`src/rtl/rv_ctrl_pkg.sv`:
```
// Shared encodings for the RV32I-subset multicycle controller: opcodes,
// operand-builder selects, mux selects, FSM states and trap causes.
package rv_ctrl_pkg;

  localparam logic [6:0] OP     = 7'b0110011;
  localparam logic [6:0] OPIMM  = 7'b0010011;
  localparam logic [6:0] LOAD   = 7'b0000011;
  localparam logic [6:0] STORE  = 7'b0100011;
  localparam logic [6:0] BRANCH = 7'b1100011;
  localparam logic [6:0] LUI    = 7'b0110111;
  localparam logic [6:0] AUIPC  = 7'b0010111;
  localparam logic [6:0] JAL    = 7'b1101111;
  localparam logic [6:0] JALR   = 7'b1100111;

  typedef enum logic [3:0] {
    IT_R = 4'd0, IT_I = 4'd1, IT_S = 4'd2, IT_B = 4'd3,
    IT_U = 4'd4, IT_J = 4'd5, IT_N = 4'd7
  } itype_e;

  typedef enum logic [1:0] {ALU_ADD = 2'd0, ALU_SUB = 2'd1} aluop_e;

  typedef enum logic [1:0] {PC_PLUS4 = 2'd0, PC_ALU = 2'd1, PC_BRANCH = 2'd2} pcsel_e;

  typedef enum logic [1:0] {WB_ALU = 2'd0, WB_MEM = 2'd1, WB_PC4 = 2'd2} wbsel_e;

  typedef enum logic [2:0] {
    S_FETCH = 3'd0, S_DECODE = 3'd1, S_EXEC = 3'd2,
    S_MEM   = 3'd3, S_WB     = 3'd4, S_TRAP = 3'd7
  } state_e;

  typedef enum logic [1:0] {TC_NONE = 2'd0, TC_ILLEGAL = 2'd1, TC_TIMEOUT = 2'd2} cause_e;

endpackage

```
`src/rtl/instr_decoder.sv`:
```
// Combinational instruction decoder: operand-builder select, ALU op and
// instruction class flags for the supported RV32I subset.
module instr_decoder
  import rv_ctrl_pkg::*;
(
  input  logic [31:0] instr,
  output logic [3:0]  instr_type,
  output logic [1:0]  alu_op,
  output logic        is_load,
  output logic        is_store,
  output logic        is_branch,
  output logic        is_jump,
  output logic        illegal
);

  logic [6:0] opcode;
  logic [2:0] funct3;
  logic [6:0] funct7;
  logic       unused_fields;

  assign opcode        = instr[6:0];
  assign funct3        = instr[14:12];
  assign funct7        = instr[31:25];
  assign unused_fields = ^{instr[24:15], instr[11:7]};

  always_comb begin
    instr_type = IT_N;
    alu_op     = ALU_ADD;
    is_load    = 1'b0;
    is_store   = 1'b0;
    is_branch  = 1'b0;
    is_jump    = 1'b0;
    illegal    = 1'b0;
    case (opcode)
      OP: begin
        if (funct3 == 3'b000 && (funct7 == 7'b0000000 || funct7 == 7'b0100000)) begin
          instr_type = IT_R;
          alu_op     = funct7[5] ? ALU_SUB : ALU_ADD;
        end else illegal = 1'b1;
      end
      OPIMM: begin
        if (funct3 == 3'b000) instr_type = IT_I;
        else illegal = 1'b1;
      end
      LOAD: begin
        if (funct3 == 3'b010) begin
          instr_type = IT_I;
          is_load    = 1'b1;
        end else illegal = 1'b1;
      end
      STORE: begin
        if (funct3 == 3'b010) begin
          instr_type = IT_S;
          is_store   = 1'b1;
        end else illegal = 1'b1;
      end
      BRANCH: begin
        // funct3 000 = BEQ, 001 = BNE
        if (funct3[2:1] == 2'b00) begin
          instr_type = IT_B;
          alu_op     = ALU_SUB;
          is_branch  = 1'b1;
        end else illegal = 1'b1;
      end
      LUI:   instr_type = IT_U;
      AUIPC: instr_type = IT_J;
      JAL: begin
        instr_type = IT_J;
        is_jump    = 1'b1;
      end
      JALR: begin
        if (funct3 == 3'b000) begin
          instr_type = IT_I;
          is_jump    = 1'b1;
        end else illegal = 1'b1;
      end
      default: illegal = 1'b1;
    endcase
  end

endmodule

```
`src/rtl/multicycle_control.sv`:
```
// Multicycle control FSM: fetch/decode/execute/memory/writeback sequencing,
// memory ready handshake with stall watchdog, and trap on illegal/timeout.
module multicycle_control
  import rv_ctrl_pkg::*;
#(
  parameter int unsigned TIMEOUT = 255,
  parameter int unsigned CNT_W   = 16
) (
  input  logic        clk,
  input  logic        rst,
  input  logic [31:0] instr,
  input  logic        mem_ready,
  input  logic        alu_zero,
  output logic [3:0]  instr_type,
  output logic [1:0]  alu_op,
  output logic        ir_we,
  output logic        pc_we,
  output logic [1:0]  pc_sel,
  output logic        rf_we,
  output logic [1:0]  wb_sel,
  output logic        mem_req,
  output logic        mem_we,
  output logic        mem_addr_sel,
  output logic        trap,
  output logic [1:0]  trap_cause,
  output logic [2:0]  state_dbg
);

  state_e             state, state_nxt;
  logic [CNT_W-1:0]   cnt;
  logic [1:0]         cause_q, cause_nxt;
  logic [3:0]         dec_type;
  logic [1:0]         dec_op;
  logic               is_load, is_store, is_branch, is_jump, illegal;
  logic               expired, taken;

  instr_decoder u_dec (
    .instr      (instr),
    .instr_type (dec_type),
    .alu_op     (dec_op),
    .is_load    (is_load),
    .is_store   (is_store),
    .is_branch  (is_branch),
    .is_jump    (is_jump),
    .illegal    (illegal)
  );

  assign expired = (cnt == CNT_W'(TIMEOUT));
  assign taken   = instr[12] ? ~alu_zero : alu_zero;

  always_ff @(posedge clk) begin
    if (rst) begin
      state   <= S_FETCH;
      cnt     <= '0;
      cause_q <= TC_NONE;
    end else begin
      state <= state_nxt;
      if (state_nxt != state) cnt <= '0;
      else if (state == S_FETCH || state == S_MEM) cnt <= cnt + CNT_W'(1);
      if (state_nxt == S_TRAP && state != S_TRAP) cause_q <= cause_nxt;
    end
  end

  always_comb begin
    state_nxt    = state;
    cause_nxt    = TC_NONE;
    instr_type   = IT_N;
    alu_op       = ALU_ADD;
    ir_we        = 1'b0;
    pc_we        = 1'b0;
    pc_sel       = PC_PLUS4;
    rf_we        = 1'b0;
    wb_sel       = WB_ALU;
    mem_req      = 1'b0;
    mem_we       = 1'b0;
    mem_addr_sel = 1'b0;
    case (state)
      S_FETCH: begin
        mem_req = 1'b1;
        if (mem_ready) begin
          ir_we     = 1'b1;
          state_nxt = S_DECODE;
        end else if (expired) begin
          state_nxt = S_TRAP;
          cause_nxt = TC_TIMEOUT;
        end
      end
      S_DECODE: begin
        instr_type = dec_type;
        alu_op     = dec_op;
        if (illegal) begin
          state_nxt = S_TRAP;
          cause_nxt = TC_ILLEGAL;
        end else state_nxt = S_EXEC;
      end
      S_EXEC: begin
        instr_type = dec_type;
        alu_op     = dec_op;
        if (is_branch) begin
          pc_we     = 1'b1;
          pc_sel    = taken ? PC_BRANCH : PC_PLUS4;
          state_nxt = S_FETCH;
        end else if (is_load || is_store) state_nxt = S_MEM;
        else state_nxt = S_WB;
      end
      S_MEM: begin
        mem_req      = 1'b1;
        mem_addr_sel = 1'b1;
        if (mem_ready) begin
          mem_we = is_store;
          if (is_store) begin
            pc_we     = 1'b1;
            state_nxt = S_FETCH;
          end else state_nxt = S_WB;
        end else begin
          // the store request is withdrawn in the cycle the watchdog fires
          mem_we = is_store & ~expired;
          if (expired) begin
            state_nxt = S_TRAP;
            cause_nxt = TC_TIMEOUT;
          end
        end
      end
      S_WB: begin
        instr_type = dec_type;
        alu_op     = dec_op;
        rf_we      = 1'b1;
        pc_we      = 1'b1;
        if (is_jump) begin
          wb_sel = WB_PC4;
          pc_sel = PC_ALU;
        end else if (is_load) wb_sel = WB_MEM;
        state_nxt = S_FETCH;
      end
      S_TRAP: ;
      default: state_nxt = S_FETCH;
    endcase
    // an instruction interrupted by reset must not commit anything
    if (rst) begin
      ir_we   = 1'b0;
      pc_we   = 1'b0;
      rf_we   = 1'b0;
      mem_req = 1'b0;
      mem_we  = 1'b0;
    end
  end

  assign trap       = (state == S_TRAP);
  assign trap_cause = cause_q;
  assign state_dbg  = state;

endmodule

```
`config.mk`:
```
export PLATFORM = sky130hd
export DESIGN_NAME = multicycle_control
export DESIGN_NICKNAME = d
export VERILOG_FILES = /design/src/rtl/rv_ctrl_pkg.sv /design/src/rtl/instr_decoder.sv /design/src/rtl/multicycle_control.sv
export SDC_FILE = /design/constraint.sdc
export NUM_CORES = 1
export LEC_CHECK = 0
export CAP_MARGIN = 20
export CORE_AREA = 5 5 75 77
export CTS_CLUSTER_SIZE = 8
export DETAILED_ROUTE_END_ITERATION = 8
export DIE_AREA = 0 0 80 82
export MAX_ROUTING_LAYER = met4
export PLACE_DENSITY = 0.62
export SLEW_MARGIN = 30
export SYNTH_ARGS = -nofsm -noshare
export SYNTH_HDL_FRONTEND = slang
export SYNTH_HIERARCHICAL = 1
export SYNTH_SLANG_ARGS = --single-unit
```
`constraint.sdc`:
```
create_clock -name clk -period 2.5 [get_ports clk]
set_input_delay 0.5 -clock clk [delete_from_list [all_inputs] [get_ports clk]]
set_output_delay 0.5 -clock clk [all_outputs]
set_load 0.02 [all_outputs]
```
* Word-level counts from Yosys, hierarchy flattened
Cells that the tools add are included.
** Cells by class
- Add/sub/neg operators :: 1
- Eq/ne operators :: 20
- Mux-type cells :: 60
- Bitwise logic cells :: 3
- Reduce and logical (&&, ||, !) cells :: 16
** Operator list (count)
- two-way mux 3 bit :: 12
- two-way mux 1 bit :: 31
- == test 7 x 6 -> 1 bit (second input constant) :: 4
- case mux 4 bit (7 select lines) :: 1
- == test 7 bit (second input constant) :: 3
- adder 16 x 1 -> 16 bit (second input constant) :: 1
- == test 16 x 8 -> 1 bit (second input constant) :: 1
- two-way mux 2 bit :: 8
- case mux 3 bit (5 select lines) :: 1
- == test 7 x 5 -> 1 bit (second input constant) :: 2
- case mux 2 bit (2 select lines) :: 3
- OR reduction 2 bit :: 5
- == test 3 x 2 -> 1 bit (second input constant) :: 3
- == test 3 bit (second input constant) :: 3
- == test 7 x 2 -> 1 bit (second input constant) :: 1
- zero test 7 bit :: 1
- zero test 3 bit :: 2
- OR reduction 3 bit :: 2
- case mux 1 bit (5 select lines) :: 1
- two-way mux 4 bit :: 1
- == test 3 x 1 -> 1 bit (second input constant) :: 1
- logical OR 1 bit :: 3
- inequality test 3 bit :: 1
- inequality test 3 bit (second input constant) :: 1
- 6 further kinds :: 8
** Storage, ports and cells
- Register bits :: 21
- Input bits :: 36
- Output and inout bits :: 22
- Logic and storage cells :: 103

* Depth between registers and ports, before layout
- Depth in word-level cells :: 9
- Depth in mapped cells :: 11
- Gate-level depth less buffers :: 9

* By module
The synthesis kept the hierarchy.
** By module, submodules not included
- multicycle_control :: instances 1, cells an instance 167, area an instance 1346.3 µm²
- instr_decoder :: instances 1, cells an instance 50, area an instance 305.3 µm²

* Worst setup path after synthesis
No wires, ideal clock.
- Path type :: input-to-output
- From :: input instr[2]
- To :: output mem_we
- Data arrival time :: 2.180 ns
- Data required time :: 2.000 ns
- Setup slack :: -0.180 ns
- Cell stages on the path :: 6
- Path through :: buf_2 -> nor4_1 -> nand3_1 -> nor3b_1 -> nand2_1 -> a211oi_1
** On the way
- Word-level cells in the longest chain between the ends :: 6
** RTL lines
- start: declaration :: line multicycle_control.sv:11 : input logic [31:0] instr,
- == test 7 x 6 -> 1 bit (*) :: line instr_decoder.sv:34 : case (opcode)
- two-way mux 1 bit (*) :: line instr_decoder.sv:34
- net is_store :: line multicycle_control.sv:34 : logic is_load, is_store, is_branch, is_jump, illegal;
- bitwise AND 1 bit :: line multicycle_control.sv:117 : mem_we = is_store & ~expired;
- two-way mux 1 bit (*) :: line multicycle_control.sv:109 : if (mem_ready) begin
- two-way mux 1 bit (*) :: line multicycle_control.sv:77 : case (state)
- two-way mux 1 bit (*) :: line multicycle_control.sv:139 : if (rst) begin
- end: declaration :: line multicycle_control.sv:22 : output logic mem_we,
Mark *: on every way through the listed nets, which the timed path passes. The rest lies on a longest branch.

* Worst setup path after layout
- From :: input instr[6]
- To :: output instr_type[2]
** On the way
- Word-level cells in the longest chain between the ends :: 4
- Elaborated cells between the ends (all ways) :: 13
** RTL lines
- == test 7 x 5 -> 1 bit or == test 7 bit (tied branches) :: line instr_decoder.sv:34
- OR reduction 2 bit (no line)
- case mux 4 bit (7 select lines) (*) :: line instr_decoder.sv:34
- net dec_type[2] :: line multicycle_control.sv:32 : logic [3:0] dec_type;
- two-way mux 4 bit (*) :: line multicycle_control.sv:77
- end: declaration :: line multicycle_control.sv:14 : output logic [3:0] instr_type,
Marks and branches as above.

==> parameters.txt <==
Parameter                              Value

Outcome
  Status ... finished, violations left
  Violations in the final reports ... negative setup slack

Clock network
  CTS tree ... built
  Hold-fix buffers at CTS ... 0
  Clock sink count ... 21
  Number of buffers created by CTS ... 3
  Number of buffers between clock root and the deepest sink ... 2
  Number of H-tree levels ... 1
  Clock slew at reported path FFs ... approximately 0.090 ns
  Root buffer cell ... clkbuf_8
  Clock insertion delay at the later pin of the skew report ... 0.26 ns

Synthesis
  Number of unique standard cell types used by synthesis ... a little under 50
  Count of yosys warnings during synthesis ... 6
  EDFF count, synth ... 0
  Post-synthesis instance area ... ~1700 µm²
  Synthesized area per cell ... around 7.6 µm²
  Number of flip-flops and latches in the synthesized netlist ... 21
  Most area-consuming cells after synthesis ... dfxtp_1, nor3_1, xor2_1
  Fraction of synthesis flops using an asynchronous set or reset pin ... 0%
  Instance count of the mapped netlist ... ~220
  Share of Yosys cell area claimed by the top area cell type ... about a quarter
  Biggest area consumer among synthesized cells ... dfxtp_1
  Main synth FF type ... dfxtp_1
  Part of the Yosys area used for sequential elements ... 25.5%

Critical path
  Cell repeated most along the worst path ... buf_4
  Crit path arrival time ... a little over 2 ns
  Endpoint kind of the worst setup timing path ... primary output
  Number of cell instances on the worst register-to-register path ... 6
  Critical Path Fanout Max ... 3
  Sequence of cells on the critical path ... buf_4 > nand2_4 > or4_4 > a222oi_1 > buf_4 > o211ai_1 > nand2b_4 > buf_6
  Register-to-register path setup slack ... 0.41 ns
  Cell class contributing the biggest share of worst-path delay ... simple AND/OR/NAND/NOR gates
  Worst setup path category ... input port to primary output
  Critical Path Max Stage Delay ... around 0.5 ns
  Sort of element at the start of the critical path ... input port
  Critical path buffer and inverter count ... 3
  Reg-to-Reg Start ... state_dbg[0]
  Slowest stage cell on the critical path ... or4_4
  Required time of the critical path ... roughly 2.0 ns
  Reg-to-reg endpoint ... cnt[13]

Layout
  Area used by multi-input combinational logic ... 1270 µm²
  Sequential cell area ... around 420 µm²
  Non-filler cells in the finished layout ... around 380
  Fillcell total ... between 400 and 500
  Net count of the finished layout ... ~340
  Fraction of layout instances using a drive strength above 1 ... approximately 40%
  Area delta synth->final ... 61.3%
  Final core occ ... roughly 54%
  Diode count ... 0
  Post-route standard cell area excluding fillers ... approximately 2700 µm²

Placed design
  Placed cell count ... about 360
  DPL Wire Length ... ~3.7 mm
  Port bufs ... 40
  Routability congestion estimate ... 0.926
  Post-detailed-placement cell area ... 2400 µm²

STA
  Final setup slack of the worst path ... -0.0229 ns
  Final Skew ... between 0.002 and 0.003 ns
  Worst slew margin relative to its limit ... 38.3%
  Final cycle utilization of the critical path ... 101%
  Finish-stage setup viols ... 1
  Final Slew Violations ... 0
  Final Hold Viols ... 0
  Actual slew at the worst max-slew pin ... between 0.9 and 1 ns
  RSZ-0062 raised after global routing ... true
  Final worst path period need ... ~2.5 ns
  Max Freq ... between 0.3 and 0.4 GHz

Global routing
  Global-route wire length before repair ... approximately 8.3 mm
  Number of global-route vias before repair ... ~1,900
  Largest net degree at the start of global routing ... 17
  Overflow left after global routing ... 0
  Number of antenna violations at the first check in global routing ... 0
  GRT Overall Usage ... between 10% and 20%

Die
  Total Die Area ... 6560 µm²
  Die Wd ... approximately 80 µm
  IO Pins ... between 50 and 60
  Initial cell density of the core ... roughly a third
  Core region area ... around 4900 µm²
  Standard-cell rows ... 26
  DIE HEIGHT ... 82 µm

Power
  Lkg Pwr ... 1.04 nW
  Total power per unit cell area ... approximately 380 nW/µm²
  Peak ir drop on the vdd network ... 291 µV

Min path
  Hold Crit Class ... flop to flop
  Launch instance of the worst min-delay path ... trap_cause[1]
  Worst Hold Endpoint ... trap_cause[1]
  Cells on Worst Hold Path ... 2

Job
  Max Cap Violations ... 0

Drt
  Detailed-route wire length per cell ... between 10 and 15 µm
  Via Count ... around 1,900
  DRC violation count after routing ... 0
  Number of iterations in the first detailed-routing pass ... 5
  Drt via density ... 5.05
  Total Routed Length ... between 5 and 6 mm
  Routed Antenna Nets ... 0
  Drt first-iter violations ... 83
-- tightest hold or removal path, cell delays in order (launching register included) --
cell and delay, ns:
dfxtp_1 0.32, a31oi_1 0.13, nor3_1 0.05
-- layer usage --
metal / up-vias / track usage, % / wire length [µm]
met2: 40 / 29.6 / 2710
met4: 0 / 3.04 / 57
li1: 968 / - / -
met5: - / - / 0
met3: 6 / 3.07 / 217
met1: 886 / 17.8 / 2120
-- cells by family after synthesis --
kind of cell,count (synthesis),synth area share (%)
adders and majority gates,1,0.757
and+or+nand+nor,126,42.0
muxes,2,1.29
other,1,0.227
AOI/OAI and AO/OA,29,12.3
xor gates and xnor gates,17,9.01
buffers and inverters,20,9.01
DFF,21,25.5
-- cell usage in the layout (no fill, tap or decap), drive strengths merged, types with 5 or more instances in the layout --
master and instances:
a31oi 6, buf 75, clkbuf 8, clkdlybuf4s50 13
dfxtp 21, nand2 25, nand2b 6, nand3 14
nand4 7, nor2 15, nor3 28, nor3b 5
nor4 8, o21ai 5, xor2 13
-- synthesized netlist by cell type (2+ instances only) --
cell and count:
nor4b_1 4, and3_1 2, clkbuf_1 3, buf_2 2, buf_6 3, buf_4 3
o21bai_1 2, clkbuf_8 2, nor3b_1 4, xor2_1 13, and2_1 3, nand4_1 7
dfxtp_1 21, nor4_1 7, o21ba_2 2, nand2_1 24, o211ai_1 2, xnor2_1 4
a21oi_1 4, o21ai_0 5, nor3_1 28, nor2_1 15, a211oi_1 2, nand3b_1 2
nor2b_1 2, nand3_1 14, nand2b_1 6, or4_1 2, inv_1 4, a31oi_1 6
-- state kept, by name, indices dropped and copies added (netlist names) --
register,cells
cnt,16
state_dbg,3
trap_cause,2
-- worst max-delay path by stage --
stage,start,endpoint,slack [ns],cells past startpoint
global placement,instr[4],mem_we,-0.89,9
floorplan,instr[2],cnt[0],-0.07,11
detailed placement,instr[1],instr_type[2],-0.93,7
global route,instr[6],instr_type[2],-0.09,8
CTS,instr[13],pc_we,0.004,11
finish,instr[6],instr_type[2],-0.02,8
-- cell type report --
class	instances	share of cell area (%)
clock buffer	3	1.55
clock inverter	1	0.282
inverter	4	0.564
multi-input combinational	178	47.7
sequential	21	15.9
tap	70	3.29
timing repair buffer	99	30.8
-- power by group --
group / switching (mW) / internal (mW)
Clock: 0.123 / 0.113
Sequential: 0.0205 / 0.347
Combinational: 0.228 / 0.192
Total: 0.372 / 0.652
-- timing repair --
item / CTS / global route
pin swaps: 15 / 15
cloned: 0 / 1
buffers inserted: 5 / 4
endpoints found under the setup margin: 31 / 27
resized for setup: 105 / 44
-- stage by stage --
stage / power [mW] / setup TNS (ns) / hold slack (ns) / setup WS, ns
global placement: 0.743 / -19.38 / 0.518 / -0.893
floorplan: 0.619 / -0.683 / 0.510 / -0.0662
CTS: 0.993 / 0 / 0.545 / 0.00440
global route: 1.09 / -0.377 / 0.568 / -0.0948
finish: 1.02 / -0.0229 / 0.545 / -0.0229
detailed placement: 0.743 / -20.29 / 0.533 / -0.931
Note: power is estimated with default switching activity, not from simulation.
==> RTL change (config.mk and constraints unchanged) <==
Set the parameter `TIMEOUT` to 191 (it was 255).
--- a/src/rtl/multicycle_control.sv
+++ b/src/rtl/multicycle_control.sv
@@ -3,7 +3,7 @@
 module multicycle_control
   import rv_ctrl_pkg::*;
 #(
-  parameter int unsigned TIMEOUT = 255,
+  parameter int unsigned TIMEOUT = 191,
   parameter int unsigned CNT_W   = 16
 ) (
   input  logic        clk,
Behaviour: no difference found for any inputs over 10 cycles, from zero or initial values and one cycle with rst high; that may be too few to reach the edited logic, so the function may still have changed.
==> RTL change against the unedited design <==
The run still ends with setup timing left; sequential cell count did not move; area after synthesis rose by 3.4%; critical path depth rose by 4; final area rose by 4.9%; critical endpoint is now cnt[8]; wire length rose by 4.6%; power fell by 4.8%; hold slack got worse by 4.1 ps; non-clock buffer count fell by 3; combinational power fell by 10%; highest routed layer unchanged; worst setup slack got worse by 210 ps; via count rose by 1.7%.
==> RTL change: results (changes against the unedited design) <==
metric,value,unit,change
status,"complete, but fails checks",,
failed_checks,setup timing,,
final_layout_size_suffix_gt1_frac,0.3937,,-0.001774
setup_ws,-232.3,ps,-209.4 ps
place.gp.congestion,0.8873,,-4.1%
r2r_slack,520,ps,+110 ps
synth_common_cells,"nand2_1 (23), nor2_1 (23), dfxtp_1 (21)",,
vias,1932,,+1.7%
vdd_ir_drop_max,375.3,µV,+29%
worst_ep_arrival_time,2940,ps,+920 ps
leakagePower,1.085,nW,+4.0%
ys_types,54,,+10%
grt_max_degree,20,,+3
synthTopCellsByArea,"dfxtp_1 (25%), xnor2_1 (6.7%), nand2_1 (5.1%)",,
wl_per_cell,13.88,µm,+2.1%
wl_met1,2325,µm,+9.6%
wl_met3,261,µm,+20%
seq_area_frac_synth,0.2462,,-0.008392
setup_viol,20,,+19
clk_latency,260,ps,about the same
grt_pass1_wl,8914,µm,+7.7%
htreeDepth,1,,unchanged
tns,-3875,ps,-3852 ps
skew,2.067,ps,-0.7779 ps
grtUsageTotal,0.1716,,+0.01233
firstDrtPassIters,4,,-1
==> RTL change: cell types whose count changed after synthesis, sizes merged, moves of 3 or more <==
cell	before	now
nand4	7	3
nor3	28	14
a21oi	4	7
nor2	15	33
and3	3	7
inv	4	8
nor2b	2	5
xor2	13	5
a31oi	6	2
xnor2	4	13
clkbuf	6	3
==> RTL change: cells by family (layout without fill, tap and decap cells) <==
group	after synthesis	count (layout)	synth area share
fa+ha+maj	1	1	0.007325
mux	1	1	0.005861
compound gates	33	33	0.1421
buf+inv	23	108	0.08058
other cells	1	2	0.002196
xor+xnor	18	18	0.09231
simple gates	131	131	0.4234
flops	21	21	0.2462
==> RTL change: metal layers <==
layer / track usage / vias up
met2: 0.2972 / 50
met3: 0.02851 / 10
met5: - / -
li1: - / 987
met1: 0.2101 / 885
met4: 0.03716 / 0
==> RTL change: what timing repair did <==
action | in CTS | in global routing
hold buffers | 0 | 0
cloned | 1 | 0
pin swaps | 21 | 8
endpoints found under the hold margin | 0 | 0
setup endpoints to repair | 33 | 30
setup buffers | 10 | 0
resized for setup | 120 | 34
==> RTL change: stage by stage <==
step	cell area, µm²	std cells	setup WS (ps)
finish	2794	385	-232.3
global route	2794	385	-304.0
floorplan	1734	230	-288.2
detailed placement	2484	373	-952.2
global placement	2484	373	-1042
CTS	2739	386	-250.0
==> RTL change: worst paths after layout <==
check / endpoint / startpoint
worst max-delay path: cnt[8] / instr[4]
worst min-delay path: trap_cause[0] / trap_cause[0]
worst max register to register: cnt[8] / state_dbg[1]
worst min register to register: trap_cause[0] / trap_cause[0]
==> RTL change: critical path, delay by kind of cell <==
family	cells	cell delay [ps]
and+or+nand+nor	5	940
buffers and inverters	4	600
AOI/OAI and AO/OA	3	910
==> RTL change: final cells by class <==
cell class                 instances  area [µm²]
tap                               70       87.58
inverter                           8       30.03
fill                             471        2151
timing repair buffer              96       814.5
clock inverter                     1       7.507
multi-input combinational        186        1391
clock buffer                       3       41.29
sequential                        21       421.7
==> RTL change: where the power goes <==
group / total, mW / switching, mW / internal [mW]
Combinational: 0.377 / 0.199 / 0.178
Clock: 0.241 / 0.129 / 0.113
Sequential: 0.355 / 0.0106 / 0.345
